### src/rtl/full_add_pkg.sv
// Shared constants and types for the full adder.
//   REGISTER_OUT_DEF : default for registered (1) vs combinational (0) s/co
//   SERIAL_EN_DEF    : default for availability of bit-serial carry feedback
//   fa_res_t         : packed 2-bit adder result {co, s}
package full_add_pkg;

  localparam bit REGISTER_OUT_DEF = 1'b1;
  localparam bit SERIAL_EN_DEF    = 1'b1;

  typedef struct packed {
    logic co;
    logic s;
  } fa_res_t;

endpackage : full_add_pkg

### src/rtl/half_add.sv
// Half adder building block.
//   a, b  : operand bits
//   sum   : a XOR b
//   carry : a AND b
module half_add (
  input  logic a,
  input  logic b,
  output logic sum,
  output logic carry
);

  assign sum   = a ^ b;
  assign carry = a & b;

endmodule : half_add

### src/rtl/full_add.sv
// One-bit full adder with optional output register and bit-serial carry
// feedback. In serial mode the stored carry replaces ci, so a multi-bit word
// can be added LSB first, one bit per clock.
//   clk         : rising-edge clock for all state
//   rst         : synchronous active-high reset
//   a, b        : addend bits
//   ci          : carry-in bit (used when not in serial mode)
//   serial_mode : 1 = use stored carry instead of ci
//   s, co       : sum and carry-out (registered or combinational)
//   carry_q     : stored serial carry
module full_add
  import full_add_pkg::*;
#(
  parameter bit REGISTER_OUT = REGISTER_OUT_DEF,
  parameter bit SERIAL_EN    = SERIAL_EN_DEF
) (
  input  logic clk,
  input  logic rst,
  input  logic a,
  input  logic b,
  input  logic ci,
  input  logic serial_mode,
  output logic s,
  output logic co,
  output logic carry_q
);

  logic    w_serial;
  logic    w_cin_eff;
  logic    w_sum1;
  logic    w_carry1;
  logic    w_carry2;
  fa_res_t w_res;
  logic    r_carry;

  // Serial mode is forced off when the feature is not built in.
  assign w_serial  = serial_mode & SERIAL_EN;
  assign w_cin_eff = w_serial ? r_carry : ci;

  half_add u_ha0 (
    .a     (a),
    .b     (b),
    .sum   (w_sum1),
    .carry (w_carry1)
  );

  half_add u_ha1 (
    .a     (w_sum1),
    .b     (w_cin_eff),
    .sum   (w_res.s),
    .carry (w_carry2)
  );

  assign w_res.co = w_carry1 | w_carry2;

  // Stored carry clears whenever serial mode drops so each word starts fresh.
  always_ff @(posedge clk) begin
    if (rst) begin
      r_carry <= 1'b0;
    end else if (w_serial) begin
      r_carry <= w_res.co;
    end else begin
      r_carry <= 1'b0;
    end
  end

  assign carry_q = r_carry;

  generate
    if (REGISTER_OUT) begin : g_reg_out
      fa_res_t r_res;

      always_ff @(posedge clk) begin
        if (rst) begin
          r_res <= '0;
        end else begin
          r_res <= w_res;
        end
      end

      assign s  = r_res.s;
      assign co = r_res.co;
    end else begin : g_comb_out
      assign s  = w_res.s;
      assign co = w_res.co;
    end
  endgenerate

endmodule : full_add

### config.mk
export PLATFORM = sky130hd
export DESIGN_NAME = full_add
export DESIGN_NICKNAME = d
export VERILOG_FILES = /design/src/rtl/full_add_pkg.sv /design/src/rtl/half_add.sv /design/src/rtl/full_add.sv
export SDC_FILE = /design/constraint.sdc
export NUM_CORES = 1
export LEC_CHECK = 0
export BUFFER_PORTS_ARGS = -buffer_cell sky130_fd_sc_hd__buf_2
export CAP_MARGIN = 20
export CORE_AREA = 5 5 42 44
export CTS_CLUSTER_DIAMETER = 120
export DETAILED_ROUTE_END_ITERATION = 6
export DIE_AREA = 0 0 47 49
export PLACE_DENSITY_LB_ADDON = 0.25
export RECOVER_POWER = 50
export SKIP_CTS_REPAIR_TIMING = 1
export SLEW_MARGIN = 10
export SYNTH_ARGS = -nofsm -noshare
export SYNTH_HDL_FRONTEND = slang
export SYNTH_SLANG_ARGS = --single-unit
### constraint.sdc
create_clock -name clk -period 3.2 [get_ports clk]
set_input_delay 0 -clock clk [delete_from_list [all_inputs] [get_ports clk]]
set_output_delay 0 -clock clk [all_outputs]
set_load 0.01 [all_outputs]
==> qor.yml <==
drt:
  drtPass1Iterations: 1
  num_vias: 101
  drt_iter0_drc: 0
  avgViaCountPerCell: 2.73
  ant_nets: 0
  finalWirelength_um: 299
  wire_per_inst_um: 8.08
  drc: 0
finish:
  fillCellCount: 172
  post-route-util_pct: 15.0
  nets: 29
  drive_above_1_share_pct: 47.6
  antenna_cells: 0
  areaGrowthSynthToFinish_pct: 78.7
sta:
  worst_pin_slew_ps: 151
  clock_skew_ps: 0.0726
  finalCritPeriodShare_pct: 39.0
  rsz0062_at_grt: "false"
  setup_viol: 0
  final.setup.tns_ps: 0
  fmax_mhz: 801
  finalMaxSlewViolations: 0
  max_slew_margin_pct: 90.0
  hold_viol_final: 0
  period_minus_slack_ps: 1250
yosys:
  syn-num-nets: 15
  synth_cell_types: 5
  synth_top_area_cell: "dfxtp_1"
  synth_area_sq_um: 118
  yosysSeqAreaShare_pct: 51.1
  synth_top_cell_area_share_pct: 51.1
  ys_warn_count: 0
  synthCells: 8
  synth.area.top_cells: "dfxtp_1 (51%), fa_1 (17%), mux2_4 (13%)"
  synth_seq_cells: 3
  syn_avg_cell_area_sq_um: 14.7
floorplan:
  io_pins: 9
  die_y_um: 49
  core_sq_mm: 0.00140
  dieArea_sq_mm: 0.00230
  dieWidth_um: 47
  initial_core_util_pct: 8.39
  num_rows: 14
clock_tree:
  htreeDepth: 1
  cts-root-buf: "clkbuf_4"
  cts_buffer_depth: 2
  insertion_delay_ps: 230
  cts.sinks: 3
  clk_pin_slew_ps: 40
  cts_tree: "yes"
  cts_buffers: 3
worst_hold_path:
  hp-class: "primary input to register"
  worstHoldStart: "serial_mode"
  min_to: "carry_q"
  hold-path-cell-count: 2
power:
  seqPwrFrac_pct: 33.8
  p_leak_nw: 0.0944
  swShare_pct: 22.3
  netSwitchingPower_mw: 0.0274
  p_clk_share_pct: 54.9
  ir_drop_mv: 0.227
  powerDensity_mw_per_mm2: 584
  internal-power_mw: 0.0953
  p_comb_share_pct: 11.4
job:
  cap_viol_max_count: 0
setup_path:
  r2r-start: "carry_q"
  r2r_end: "carry_q"
  start_kind: "register"
  worstPathArrival_ps: 1370
  cp-end-kind: "register"
  worstSetupStartpoint: "carry_q"
  ff2ff_setup_slack_ps: 1950
  required_ps: 3320
  worstPathMaxFanout: 2
  rr_worst_depth: 3
  critPathKind: "register to register"
grt:
  grt_pass1_wl_um: 531
  grt_max_degree: 4
  grt_remaining_overflow: 0
  antenna_found_initial: 0
  grt_usage_pct: 3.87
  first_global_vias: 123
run_status:
  outcome: "finished clean"
placed_design:
  gp_congestion: 0.644
  io_buffers: 8
-- cell families after synthesis --
family / share of synthesized area [%]
adder cells (fa/ha/maj): 17.0
multiplexers: 12.8
AND/OR/NAND/NOR: 19.1
flip-flops: 51.1
-- power by group through the flow --
stage	clock, mW	sequential (mW)	combinational [mW]
3_5_place_dp	0	0.0420	0.0142
2_1_floorplan	0	0.0434	0.00520
6_report	0.0673	0.0414	0.0140
5_1_grt	0.0797	0.0417	0.0163
3_3_place_gp	0	0.0417	0.0140
4_1_cts	0.0706	0.0414	0.0142
-- cells in the mapped netlist --
cell and number:
and3b_2 1, mux2_4 1, dfxtp_1 3, nor2b_1 2, fa_1 1
-- layer usage --
layer	track usage [%]	wire length, um	vias to the layer above
met5	0	0	-
met4	1.38	0	0
met3	7.38	88	0
met2	2.94	58	12
met1	4.18	152	38
li1	-	-	51
-- flip-flops by register name, indices dropped and copies added (netlist names) --
name     count
co           1
s            1
carry_q      1
-- how the worst max path moves through the flow --
stage                     depth (start not counted)  endpoint
after CTS                                         3   carry_q
after global placement                            3   carry_q
after detailed placement                          3   carry_q
after floorplan                                   3   carry_q
after global routing                              3   carry_q
final                                             3   carry_q
-- cells in the final DEF (no fill, tap or decap), drive strengths merged --
cell / count
dlygate4sd3: 1
nor2b: 2
and3b: 1
buf: 5
fa: 1
clkbuf: 7
mux2: 1
dfxtp: 3
-- metrics by stage --
step / cell area, sq um / total power, mW / hold WS [ps] / setup WS, ps / std cells
floorplan: 118 / 0.0486 / 71.6 / 1950 / 8
global placement: 178 / 0.0557 / 187 / 1980 / 32
detailed placement: 178 / 0.0562 / 191 / 1950 / 32
CTS: 204 / 0.126 / -58.6 / 1950 / 36
global route: 210 / 0.138 / 39.8 / 1900 / 37
finish: 210 / 0.123 / 57.2 / 1950 / 37
-- worst max-delay path, stage by stage (launching register included) --
cell and delay, ps:
dfxtp_1 310, mux2_4 260, fa_1 360, and3b_2 210
-- area by class of cell --
class	instances	area [sq um]	area share, %
Timing Repair Buffer	9	46.3	22.0
Sequential cell	3	60.1	28.6
Multi-Input combinational cell	5	57.6	27.4
Tap cell	16	20.0	9.52
Clock buffer	4	26.3	12.5
(Power assumes the default switching activity.)
